## config.mk

```make
export PLATFORM = sky130hd
export DESIGN_NAME = fwd_hazard_unit_flat
export DESIGN_NICKNAME = d
export VERILOG_FILES = /design/src/rtl/fwd_hazard_unit_pkg.sv /design/src/rtl/fwd_hazard_unit_if.sv /design/src/rtl/fwd_hazard_unit_match.sv /design/src/rtl/fwd_hazard_unit.sv /design/src/flat_wrapper.sv
export SDC_FILE = /design/constraint.sdc
export NUM_CORES = 1
export LEC_CHECK = 0
export ABC_AREA = 1
export CAP_MARGIN = 20
export CORE_UTILIZATION = 40
export DETAILED_ROUTE_END_ITERATION = 10
export PLACE_DENSITY = 0.81
export SYNTH_ARGS = -nofsm -noshare
export SYNTH_HDL_FRONTEND = slang
export SYNTH_SLANG_ARGS = --single-unit
```

## constraint.sdc

```tcl
create_clock -name clk -period 1.6 [get_ports clk]
set_input_delay 0.32 -clock clk [delete_from_list [all_inputs] [get_ports clk]]
set_output_delay 0.32 -clock clk [all_outputs]
set_load 0.02 [all_outputs]
```

## src/rtl/fwd_hazard_unit_pkg.sv

```systemverilog
// fwd_pkg: shared types and helpers for the forwarding/hazard unit.
//   fwd_state_e : memory-wait FSM states
//   FWD_RF      : fwd_sel code meaning "take operand from register file"
//   fwd_sel_w() : width of one fwd_sel field for a given stage count
package fwd_pkg;

    typedef enum logic [0:0] {
        RUN      = 1'b0,
        MEM_WAIT = 1'b1
    } fwd_state_e;

    localparam int FWD_RF = 0;

    // Codes 0..NUM_STG must fit, so NUM_STG+1 distinct values.
    function automatic int fwd_sel_w(input int num_stg);
        return $clog2(num_stg + 1);
    endfunction

endpackage

```

## src/rtl/fwd_hazard_unit_if.sv

```systemverilog
// fwd_hazard_unit_if: bundle of pipeline-side signals seen by the
// forwarding/hazard unit.
//   master : pipeline side (drives operands, producers, memory handshake)
//   slave  : the hazard unit (drives fwd_sel, stall/bubble/freeze, status)
interface fwd_hazard_unit_if #(
    parameter int AW      = 5,
    parameter int NUM_SRC = 2,
    parameter int NUM_STG = 2,
    parameter int CNT_W   = 16
);
    import fwd_pkg::*;

    localparam int SW = fwd_sel_w(NUM_STG);

    logic [NUM_SRC*AW-1:0] ex_rs;
    logic [NUM_SRC-1:0]    ex_src_used;
    logic [NUM_SRC*AW-1:0] id_rs;
    logic [NUM_SRC-1:0]    id_src_used;
    logic                  ex_memread;
    logic [AW-1:0]         ex_rd;
    logic [NUM_STG-1:0]    stg_regwrite;
    logic [NUM_STG*AW-1:0] stg_rd;
    logic                  mem_req;
    logic                  mem_ready;

    logic [NUM_SRC*SW-1:0] fwd_sel;
    logic                  stall_if_id;
    logic                  bubble_ex;
    logic                  freeze_all;
    logic                  mem_err;
    logic [CNT_W-1:0]      stall_cycles;

    modport master (
        output ex_rs, ex_src_used, id_rs, id_src_used, ex_memread, ex_rd,
               stg_regwrite, stg_rd, mem_req, mem_ready,
        input  fwd_sel, stall_if_id, bubble_ex, freeze_all, mem_err,
               stall_cycles
    );

    modport slave (
        input  ex_rs, ex_src_used, id_rs, id_src_used, ex_memread, ex_rd,
               stg_regwrite, stg_rd, mem_req, mem_ready,
        output fwd_sel, stall_if_id, bubble_ex, freeze_all, mem_err,
               stall_cycles
    );

endinterface

```

## src/rtl/fwd_hazard_unit_match.sv

```systemverilog
// fwd_match: priority comparator for one operand source.
//   rs, used  : source register address and its valid
//   regwrite  : per-stage write enable
//   rd        : per-stage destination registers, stage k at rd[k*AW +: AW]
//   sel       : 0 = register file, k+1 = forward from stage k
// The youngest (lowest index) matching stage wins; register 0 never forwards.
module fwd_match
    import fwd_pkg::*;
#(
    parameter int AW      = 5,
    parameter int NUM_STG = 2,
    parameter int SW      = fwd_sel_w(NUM_STG)
) (
    input  logic [AW-1:0]         rs,
    input  logic                  used,
    input  logic [NUM_STG-1:0]    regwrite,
    input  logic [NUM_STG*AW-1:0] rd,
    output logic [SW-1:0]         sel
);

    // Scan oldest to youngest so the youngest match overwrites the rest.
    always_comb begin
        sel = SW'(FWD_RF);
        for (int k = NUM_STG - 1; k >= 0; k--) begin
            if (used && regwrite[k] && (rd[k*AW +: AW] != '0) &&
                (rd[k*AW +: AW] == rs))
                sel = SW'(k + 1);
        end
    end

endmodule

```

## src/rtl/fwd_hazard_unit.sv

```systemverilog
// fwd_hazard_unit: operand forwarding, load-use detection and memory-wait
// freeze for the pipelined core.
//   clk, rst_n : clock, asynchronous active-low reset
//   bus        : fwd_hazard_unit_if.slave
//     in : ex_rs/ex_src_used, id_rs/id_src_used, ex_memread, ex_rd,
//          stg_regwrite, stg_rd, mem_req, mem_ready
//     out: fwd_sel (per source), stall_if_id, bubble_ex, freeze_all,
//          mem_err (sticky timeout), stall_cycles (saturating)
module fwd_hazard_unit
    import fwd_pkg::*;
#(
    parameter int AW          = 5,
    parameter int NUM_SRC     = 2,
    parameter int NUM_STG     = 2,
    parameter int MEM_TIMEOUT = 16,
    parameter int CNT_W       = 16
) (
    input  logic              clk,
    input  logic              rst_n,
    fwd_hazard_unit_if.slave  bus
);

    localparam int SW = fwd_sel_w(NUM_STG);
    localparam int WW = (MEM_TIMEOUT > 1) ? $clog2(MEM_TIMEOUT) : 1;
    localparam logic [WW-1:0] WAIT_LAST = WW'(MEM_TIMEOUT - 1);

    // ---------------- forwarding ----------------
    logic [NUM_SRC-1:0][SW-1:0] sel_raw;

    for (genvar s = 0; s < NUM_SRC; s++) begin : g_src
        fwd_match #(
            .AW      (AW),
            .NUM_STG (NUM_STG),
            .SW      (SW)
        ) u_match (
            .rs       (bus.ex_rs[s*AW +: AW]),
            .used     (bus.ex_src_used[s]),
            .regwrite (bus.stg_regwrite),
            .rd       (bus.stg_rd),
            .sel      (sel_raw[s])
        );
    end

    // Outputs are forced quiet while reset is held, whatever the inputs.
    assign bus.fwd_sel = rst_n ? sel_raw : '0;

    // ---------------- load-use ----------------
    logic load_use;

    always_comb begin
        load_use = 1'b0;
        if (bus.ex_memread && (bus.ex_rd != '0)) begin
            for (int s = 0; s < NUM_SRC; s++) begin
                if (bus.id_src_used[s] && (bus.id_rs[s*AW +: AW] == bus.ex_rd))
                    load_use = 1'b1;
            end
        end
    end

    // ---------------- memory-wait FSM ----------------
    fwd_state_e    state, state_nxt;
    logic [WW-1:0] wait_cnt, wait_nxt;
    logic          freeze, err_set, stall;

    always_comb begin
        state_nxt = state;
        wait_nxt  = wait_cnt;
        freeze    = 1'b0;
        err_set   = 1'b0;
        case (state)
            RUN: begin
                // A request completing in the same cycle needs no freeze.
                if (bus.mem_req && !bus.mem_ready) begin
                    freeze    = 1'b1;
                    wait_nxt  = '0;
                    state_nxt = MEM_WAIT;
                end
            end
            MEM_WAIT: begin
                // mem_req is ignored here; ready beats the timeout.
                if (bus.mem_ready) begin
                    state_nxt = RUN;
                end else begin
                    freeze = 1'b1;
                    if (wait_cnt == WAIT_LAST) begin
                        err_set   = 1'b1;
                        state_nxt = RUN;
                    end else begin
                        wait_nxt = wait_cnt + WW'(1);
                    end
                end
            end
            default: state_nxt = RUN;
        endcase
        if (!rst_n)
            freeze = 1'b0;
    end

    // A freeze already holds every register, so the bubble is not needed.
    assign stall           = rst_n && load_use && !freeze;
    assign bus.stall_if_id = stall;
    assign bus.bubble_ex   = stall;
    assign bus.freeze_all  = freeze;

    logic [CNT_W-1:0] stall_cnt;
    logic             err_q;

    always_ff @(posedge clk or negedge rst_n) begin
        if (!rst_n) begin
            state     <= RUN;
            wait_cnt  <= '0;
            err_q     <= 1'b0;
            stall_cnt <= '0;
        end else begin
            state    <= state_nxt;
            wait_cnt <= wait_nxt;
            if (err_set)
                err_q <= 1'b1;
            if ((stall || freeze) && (stall_cnt != '1))
                stall_cnt <= stall_cnt + CNT_W'(1);
        end
    end

    assign bus.mem_err      = err_q;
    assign bus.stall_cycles = stall_cnt;

endmodule

```

## src/flat_wrapper.sv

```systemverilog
// flat-port wrapper written by rule: the top's interface ports become plain ports
module fwd_hazard_unit_flat import fwd_pkg::*;
#(
    parameter int AW          = 5,
    parameter int NUM_SRC     = 2,
    parameter int NUM_STG     = 2,
    parameter int MEM_TIMEOUT = 16,
    parameter int CNT_W       = 16
)
  (clk, rst_n, bus_ex_rs, bus_ex_src_used, bus_id_rs, bus_id_src_used, bus_ex_memread, bus_ex_rd, bus_stg_regwrite, bus_stg_rd, bus_mem_req, bus_mem_ready, bus_fwd_sel, bus_stall_if_id, bus_bubble_ex, bus_freeze_all, bus_mem_err, bus_stall_cycles);
  fwd_hazard_unit_if #(.AW(AW), .NUM_SRC(NUM_SRC), .NUM_STG(NUM_STG), .CNT_W(CNT_W)) bus_i ();
  input  logic clk;
  input  logic rst_n;
  input wire logic [$bits(bus_i.ex_rs)-1:0] bus_ex_rs;
  input wire logic [$bits(bus_i.ex_src_used)-1:0] bus_ex_src_used;
  input wire logic [$bits(bus_i.id_rs)-1:0] bus_id_rs;
  input wire logic [$bits(bus_i.id_src_used)-1:0] bus_id_src_used;
  input wire logic [$bits(bus_i.ex_memread)-1:0] bus_ex_memread;
  input wire logic [$bits(bus_i.ex_rd)-1:0] bus_ex_rd;
  input wire logic [$bits(bus_i.stg_regwrite)-1:0] bus_stg_regwrite;
  input wire logic [$bits(bus_i.stg_rd)-1:0] bus_stg_rd;
  input wire logic [$bits(bus_i.mem_req)-1:0] bus_mem_req;
  input wire logic [$bits(bus_i.mem_ready)-1:0] bus_mem_ready;
  output wire logic [$bits(bus_i.fwd_sel)-1:0] bus_fwd_sel;
  output wire logic [$bits(bus_i.stall_if_id)-1:0] bus_stall_if_id;
  output wire logic [$bits(bus_i.bubble_ex)-1:0] bus_bubble_ex;
  output wire logic [$bits(bus_i.freeze_all)-1:0] bus_freeze_all;
  output wire logic [$bits(bus_i.mem_err)-1:0] bus_mem_err;
  output wire logic [$bits(bus_i.stall_cycles)-1:0] bus_stall_cycles;
  assign bus_i.ex_rs = bus_ex_rs;
  assign bus_i.ex_src_used = bus_ex_src_used;
  assign bus_i.id_rs = bus_id_rs;
  assign bus_i.id_src_used = bus_id_src_used;
  assign bus_i.ex_memread = bus_ex_memread;
  assign bus_i.ex_rd = bus_ex_rd;
  assign bus_i.stg_regwrite = bus_stg_regwrite;
  assign bus_i.stg_rd = bus_stg_rd;
  assign bus_i.mem_req = bus_mem_req;
  assign bus_i.mem_ready = bus_mem_ready;
  assign bus_fwd_sel = bus_i.fwd_sel;
  assign bus_stall_if_id = bus_i.stall_if_id;
  assign bus_bubble_ex = bus_i.bubble_ex;
  assign bus_freeze_all = bus_i.freeze_all;
  assign bus_mem_err = bus_i.mem_err;
  assign bus_stall_cycles = bus_i.stall_cycles;
  fwd_hazard_unit #(.AW(AW), .NUM_SRC(NUM_SRC), .NUM_STG(NUM_STG), .MEM_TIMEOUT(MEM_TIMEOUT), .CNT_W(CNT_W)) u_core (.clk(clk), .rst_n(rst_n), .bus(bus_i));
endmodule
```

==> out/qor.yml, run 1 <==
outcome:
  status: "completed"
worst_setup_path:
  worst_path_dominant_cell_family: "simple AND/OR/NAND/NOR gates"
  crit_path_cell_trace: "buf_2 > nor3_2 > nor3b_4 > nor3_2 > and3_4 > buf_6"
  worst_path_max_delay_cell: "sky130_fd_sc_hd__nor3b_4"
  timing.critical_path.slowest_cell_delay_ps: 260
  timing.critical_path.arrival_ps: 1270
  cp_num_buf_inv: 2
  critPathMaxFanout: 3
  setup.worst_path.start_class: "input pin"
  critPathCaptureType: "primary output"
  critical-path-top-cell-by-count: "sky130_fd_sc_hd__nor3_2"
  required_time_at_the_worst_slack_endpoint_ps: 1280
  number_of_cells_on_the_worst_reg_to_reg_path: 8
  cp_num_cells: 6
  critical_path_class: "in2out"
timing:
  max_freq_mhz: 630.0
  report.final.slew_viol_count: 0
  final-hold-violation-count: 0
  max-slew-margin-rel_pct: 78.17
  max_slew.worst_pin.slew_ps: 324.9
  fin_skew_ps: 6.262
  setup_repair_after_global_routing_missed_its_margin: "yes"
  fin_crit_ps: 1587
  final_min_period_over_clock_period_pct: 99.21
  setup_viol: 0
routing:
  drc_marker_count_from_the_first_detailed_route_iteration: 107
  routedWlPerCell_microns: 12.38
  drt_wl_total_mm: 5.396
  route.detailed.vias_per_inst: 5.034
  postRouteAntennaNets: 0
  drt_pass1_iterations: 4
  drcViolationCount: 0
  dr_total_vias: 2195
placed_design:
  dp_hpwl_mm: 4.143
  buffer_ports.inserted: 69
  dpl.cell_count: 429
  dpl_cell_area_sq_mm: 0.002764
  gp_congestion: 0.8818
yosys:
  yosys_warnings: 0
  post_synth_num_cell_types: 31
  synth_top_cells_by_area: "sky130_fd_sc_hd__dfrtp_1 (30%), sky130_fd_sc_hd__nand2_1 (20%), sky130_fd_sc_hd__nand3_1 (7.6%)"
  synth_nets: 336
  synth.cell_area_sq_mm: 0.001833
  postSynthAreaPerCell_sq_um: 6.365
  yosys.area.top_type: "sky130_fd_sc_hd__dfrtp_1"
  synth.most_common_cell: "sky130_fd_sc_hd__nand2_1"
  postSynthCellCount: 288
  ys_async_sr_fraction_pct: 100.0
  synth-seq-cells: 22
  synth_flop_cell: "sky130_fd_sc_hd__dfrtp_1"
  synth.top_cell.area_share_pct: 30.03
  synth_enable_flop_cells: 0
  yosysSeqAreaShare_pct: 30.03
  post_synth_most_frequent_cells: "sky130_fd_sc_hd__nand2_1 (100), sky130_fd_sc_hd__inv_1 (36), sky130_fd_sc_hd__nor2_1 (29), sky130_fd_sc_hd__nand3_1 (28), sky130_fd_sc_hd__dfrtp_1 (22)"
final_layout:
  antenna-diode-count: 0
  finish.instance_area_sq_mm: 0.002839
  final_layout_size_suffix_gt1_share_pct: 29.69
  total_of_fill_cells_in_the_finished_design: 389
  fin_cells: 436
  area_growth_syn_to_layout_pct: 54.88
  design.final.nets: 434
clock_tree:
  clock_tree_from_tritoncts: "yes"
  clockBufferDepth: 2
  clock_tree.root_cell: "sky130_fd_sc_hd__clkbuf_8"
  clkSlewWorstSetupHoldPaths_ps: 80
  number_of_sinks_driven_by_the_clock_tree: 22
  numCtsBuffers: 3
  skew_pair_late_insertion_delay_ps: 260
  postCtsHoldBufs: 0
  htree_num_levels: 1
floorplan:
  fp.dieH_microns: 69.70
  fp-row-count: 24
  initial_utilization_pct: 41.81
  io-pin-count: 70
  die-area_sq_mm: 0.004857
  floorplan.core_area_sq_mm: 0.004384
  die_width_microns: 69.70
pwr:
  clock_power_share_pct: 20.5
  leakagePower_nw: 1.558
  power.sequential.fraction_pct: 41.7
  power_density_mw_per_mm2: 576.0
  p_sw_mw: 0.5681
  vdd_ir_max_uv: 530.2
  comb_power_share_pct: 37.9
  sw_frac_of_total_pct: 34.74
  internal_power_mw: 1.067
global_routing:
  grt_pass1_vias: 2158
  groute.usage.overall_pct: 22.45
  globalRoute.totalOverflow: 0
  grt_max_degree: 14
  antenna_violations_before_repair: 0
  grt_first_pass_wirelength_mm: 9.004
hold_path:
  hold_path_class: "in2async"
run:
  drv.max_cap_violation_count: 0
## layout by cell type, fill, tap and decap left out, types with 5 or more instances in the layout
master,Yosys,routed
sky130_fd_sc_hd__nand2_1,100,99
sky130_fd_sc_hd__nand3_1,28,28
sky130_fd_sc_hd__nor2_2,0,6
sky130_fd_sc_hd__clkdlybuf4s15_1,0,5
sky130_fd_sc_hd__inv_1,36,30
sky130_fd_sc_hd__buf_2,0,12
sky130_fd_sc_hd__dlygate4sd2_1,0,25
sky130_fd_sc_hd__nor3_2,1,7
sky130_fd_sc_hd__nor2_1,29,20
sky130_fd_sc_hd__buf_4,2,26
sky130_fd_sc_hd__clkbuf_2,0,13
sky130_fd_sc_hd__buf_6,2,8
sky130_fd_sc_hd__dfrtp_1,22,21
sky130_fd_sc_hd__inv_2,7,12
sky130_fd_sc_hd__xor2_1,15,14
## kinds of logic after synthesis
group | count (synthesis) | synth area share [%]
adders and majority gates | 2 | 1.365
buffers and inverters | 47 | 10.85
DFF | 22 | 30.03
and+or+nand+nor | 182 | 43.21
xor gates and xnor gates | 19 | 9.079
AOI/OAI and AO/OA | 16 | 5.461
## flip-flops by register name, indices dropped and copies added (netlist names)
register,count
u_core.bus.mem_err,1
u_core.bus.stall_cycles,16
u_core.state,1
u_core.wait_cnt,4
## through the flow
step           util, %  power, mW  setup TNS (ps)  worst slack, ps  hold slack (ps)
2_1_floorplan        -     0.9706               0            26.76            24.41
3_3_place_gp     63.04      1.320          -11790           -800.0            446.3
3_5_place_dp     63.04      1.339          -11940           -798.5            451.2
4_1_cts          64.30      1.634          -4.552           -4.552            151.2
5_1_grt          64.75      1.736          -166.0           -74.97            68.42
6_report         64.75      1.635               0            12.68            67.05
## per-layer routing
| metal | wire length, microns | GRT usage (%) | vias to the layer above |
|---|---|---|---|
| met5 | 0 | 0 | - |
| met4 | 112 | 7.111 | 0 |
| met3 | 276 | 3.052 | 14 |
| met2 | 2816 | 42.29 | 73 |
| met1 | 2190 | 26.01 | 1013 |
| li1 | - | - | 1095 |
## power by group through the flow
stage / sequential [mW] / clock (mW) / combinational (mW)
final: 0.681 / 0.334 / 0.620
after CTS: 0.677 / 0.348 / 0.608
after global routing: 0.687 / 0.366 / 0.682
after detailed placement: 0.687 / 0 / 0.652
after floorplan: 0.744 / 0 / 0.227
after global placement: 0.686 / 0 / 0.635
## final timing paths
path	end	from	slack, ps
worst max-delay path	bus_fwd_sel[1]	bus_stg_rd[8]	10
worst max register to register	u_core.bus.stall_cycles[10]	u_core.bus.stall_cycles[12]	50
worst min register to register	u_core.bus.mem_err	u_core.bus.mem_err	470
worst min-delay path	u_core.bus.mem_err	rst_n	70
min in group clk	u_core.bus.mem_err	u_core.bus.mem_err	470
max in group asynchronous	u_core.bus.stall_cycles[4]	rst_n	1240
## worst register-to-register path, delay by kind of cell, from the launching register on
| kind | cells | cell delay (ps) |
|---|---|---|
| buffers and inverters | 3 | 320 |
| flip-flops | 1 | 430 |
| AND/OR/NAND/NOR | 5 | 700 |
## area by class of cell
type	count	area, sq um	share of cell area (%)
Clock buffer	3	41.29	1.454
Inverter	43	163.9	5.773
Multi-Input combinational cell	219	1226	43.19
Sequential cell	22	551.8	19.44
Tap cell	52	65.06	2.292
Timing Repair Buffer	97	790.8	27.85
## timing repair
item                                    CTS  global route
pin swaps                                35            30
setup buffers                             3             1
endpoints found under the setup margin   39            18
resized for setup                       163            57
(Power assumes the default switching activity.)
==> inputs of run 2 (changes only) <==
Settings changed: CORE_MARGIN set to 3, SLEW_MARGIN set to 20.
==> out/qor.yml, run 2 (same netlist as run 1, synthesis figures left out) <==
outcome:
  status: "completed"
final_layout:
  mostFrequentLayoutCell: "sky130_fd_sc_hd__nand2_1"
  area_growth_syn_to_layout_pct: 51.81
  antenna-diode-count: 0  # unchanged
  largest_register_ffs: 16  # unchanged
  design.final.nets: 429  # -1.2%
  final_layout_size_suffix_gt1_share_pct: 32.11  # +2.4 points
  most-common-layout-cells: "sky130_fd_sc_hd__nand2_1 (99), sky130_fd_sc_hd__inv_1 (30), sky130_fd_sc_hd__nand3_1 (25)"
routing:
  drt_pass1_iterations: 4  # unchanged
  drt_wl_total_mm: 5.473  # +1.4%
  topRoutingLayerUsed: "met4"
  detail_route.wirelength.met1_mm: 2.268  # +3.6%
  routedWlPerCell_microns: 12.73  # +2.8%
  drcViolationCount: 0  # unchanged
  postRouteAntennaNets: 0  # unchanged
  dr_total_vias: 2143  # -2.4%
  drc_marker_count_from_the_first_detailed_route_iteration: 65  # -39%
  wl_met3_microns: 307  # +11%
  route.detailed.vias_per_inst: 4.984  # -1.0%
  met2RoutedLength_mm: 2.775  # -1.5%
worst_setup_path:
  setup.worst_path.start_class: "input pin"
  worst_path_max_delay_cell: "sky130_fd_sc_hd__clkdlybuf4s15_2"
  capturing_element_of_the_worst_setup_path: "bus_fwd_sel[1]"
  worst_path_dominant_cell_family: "simple AND/OR/NAND/NOR gates"
  critPathMaxFanout: 3  # unchanged
  critPathCaptureType: "primary output"
  crit_path_cell_trace: "clkdlybuf4s15_2 > nor3_2 > nor3b_2 > nor3_1 > and3_1 > buf_6"
  cp_num_cells: 6  # unchanged
  required_time_at_the_worst_slack_endpoint_ps: 1280  # about the same
  timing.critical_path.slowest_cell_delay_ps: 220  # -40 ps
  timing.critical_path.arrival_ps: 1260  # about the same
  number_of_cells_on_the_worst_reg_to_reg_path: 10  # +2
  cp_num_buf_inv: 2  # unchanged
  crit_path_start: "bus_stg_rd[8]"
  critical_path_class: "in2out"
  regToRegSetupSlack_ps: 70  # +20 ps
  r2r-end: "u_core.bus.stall_cycles[6]"
  crit-reg2reg-launch: "u_core.bus.stall_cycles[4]"
global_routing:
  groute.usage.overall_pct: 20.41  # -2.0 points
  antenna_violations_before_repair: 0  # unchanged
  grt_pass1_vias: 2072  # -4.0%
  globalRoute.totalOverflow: 0  # unchanged
  grt_max_degree: 23  # +9
  grt_first_pass_wirelength_mm: 8.935  # -0.77%
hold_path:
  hold_path_class: "in2async"
floorplan:
  die-area_sq_mm: 0.005431  # +12%
  fp-row-count: 23  # -4.2%
  die_width_microns: 73.70  # +5.7%
  fp.dieH_microns: 73.70  # +5.7%
  floorplan.core_area_sq_mm: 0.004202  # -4.2%
  initial_utilization_pct: 43.63  # +1.8 points
  io-pin-count: 70  # unchanged
clock_tree:
  postCtsHoldBufs: 0  # unchanged
  clockBufferDepth: 2  # unchanged
  number_of_sinks_driven_by_the_clock_tree: 22  # unchanged
  numCtsBuffers: 3  # unchanged
  clock_tree.root_cell: "sky130_fd_sc_hd__clkbuf_8"
  htree_num_levels: 1  # unchanged
  skew_pair_late_insertion_delay_ps: 260  # about the same
  clkSlewWorstSetupHoldPaths_ps: 80  # about the same
  clock_tree_from_tritoncts: "yes"
placed_design:
  gp_congestion: 0.9844  # +12%
  detailedPlace.worstSlack_ps: -802.5  # -4.013 ps
  dp_hpwl_mm: 4.225  # +2.0%
  buffer_ports.inserted: 69  # unchanged
timing:
  max_slew.worst_pin.slew_ps: 285.2  # -39.73 ps
  fin_crit_ps: 1579  # -8.543 ps
  setup_repair_after_global_routing_missed_its_margin: "yes"
  final-hold-violation-count: 0  # unchanged
  report.final.slew_viol_count: 0  # unchanged
  setup_viol: 0  # unchanged
  max_freq_mhz: 633.4  # +0.54%
  final_min_period_over_clock_period_pct: 98.67  # -0.53 points
  max-slew-margin-rel_pct: 80.99  # +2.8 points
  final.setup.tns_ps: 0  # unchanged
  worst_slack_ps: 21.22  # +8.543 ps
  fin_skew_ps: 10.12  # +3.859 ps
pwr:
  power_density_mw_per_mm2: 646.5  # +12%
  vdd_ir_max_uv: 930.8  # +76%
  report.power.total_mw: 1.799  # +10%
  leakagePower_nw: 1.536  # -1.4%
run:
  drv.max_cap_violation_count: 0  # unchanged
## run 2: changes by cell type in the layout (fill, tap and decap cells not counted), moves of 2 or more
cell,delta
sky130_fd_sc_hd__dfrtp_1,-2
sky130_fd_sc_hd__buf_4,-4
sky130_fd_sc_hd__nand3_2,+2
sky130_fd_sc_hd__nor3_1,+2
sky130_fd_sc_hd__clkdlybuf4s15_2,+2
sky130_fd_sc_hd__dlygate4sd2_1,-8
sky130_fd_sc_hd__clkbuf_2,+8
sky130_fd_sc_hd__clkdlybuf4s15_1,-3
sky130_fd_sc_hd__dfrtp_2,+2
sky130_fd_sc_hd__nand3_1,-3
## run 2: report_power, final
group / internal (mW) / switching (mW)
clock network: 0.334 / 0.176
logic: 0.272 / 0.329
registers: 0.614 / 0.0739
## run 2: worst register-to-register path: cells and delay by family (launching register included)
kind,cells,cell delay (ps)
buffers and inverters,2,110
flip-flops,1,450
AND/OR/NAND/NOR,8,880
## run 2: worst min-delay path by stage
| stage | slack (ps) | end |
|---|---|---|
| after global routing | 220 | u_core.bus.stall_cycles[4] |
| final | 200 | u_core.bus.stall_cycles[11] |
| after floorplan | 20 | u_core.bus.mem_err |
| after CTS | 340 | u_core.bus.stall_cycles[4] |
| after global placement | 440 | u_core.bus.mem_err |
| after detailed placement | 450 | u_core.bus.mem_err |
## run 2: layer usage
layer	track usage (%)	up-vias
met2	35.04	75
met4	7.445	0
met1	25.99	974
met3	2.599	12
li1	-	1082
met5	0	-
## run 2: area by class of cell
cell class / count / area (sq um)
flip-flops and latches: 22 / 554.3
clock buffers: 3 / 41.29
repair buffers: 92 / 714.4
inverters: 43 / 163.9
fillers: 356 / 1419
multi-input cells: 219 / 1216
clock inverters: 1 / 30.03
well taps: 50 / 62.56
## run 2: stage by stage
| step | std cells | hold WS (ps) | util, % | instance area [sq um] |
|---|---|---|---|---|
| 3_3_place_gp | 421 | 443.1 | 64.65 | 2716 |
| 6_report | 430 | 201.3 | 66.23 | 2783 |
| 2_1_floorplan | 288 | 24.41 | - | 1841 |
| 4_1_cts | 426 | 344.0 | 65.78 | 2764 |
| 3_5_place_dp | 421 | 451.0 | 64.65 | 2716 |
| 5_1_grt | 430 | 221.9 | 66.23 | 2783 |
## run 2: what timing repair did
| item | in CTS | in global routing |
|---|---|---|
| cloned | 0 | 0 |
| setup endpoints to repair | 38 | 26 |
| gates resized for setup | 155 | 76 |
| setup buffers | 1 | 4 |
| pin swaps | 36 | 36 |
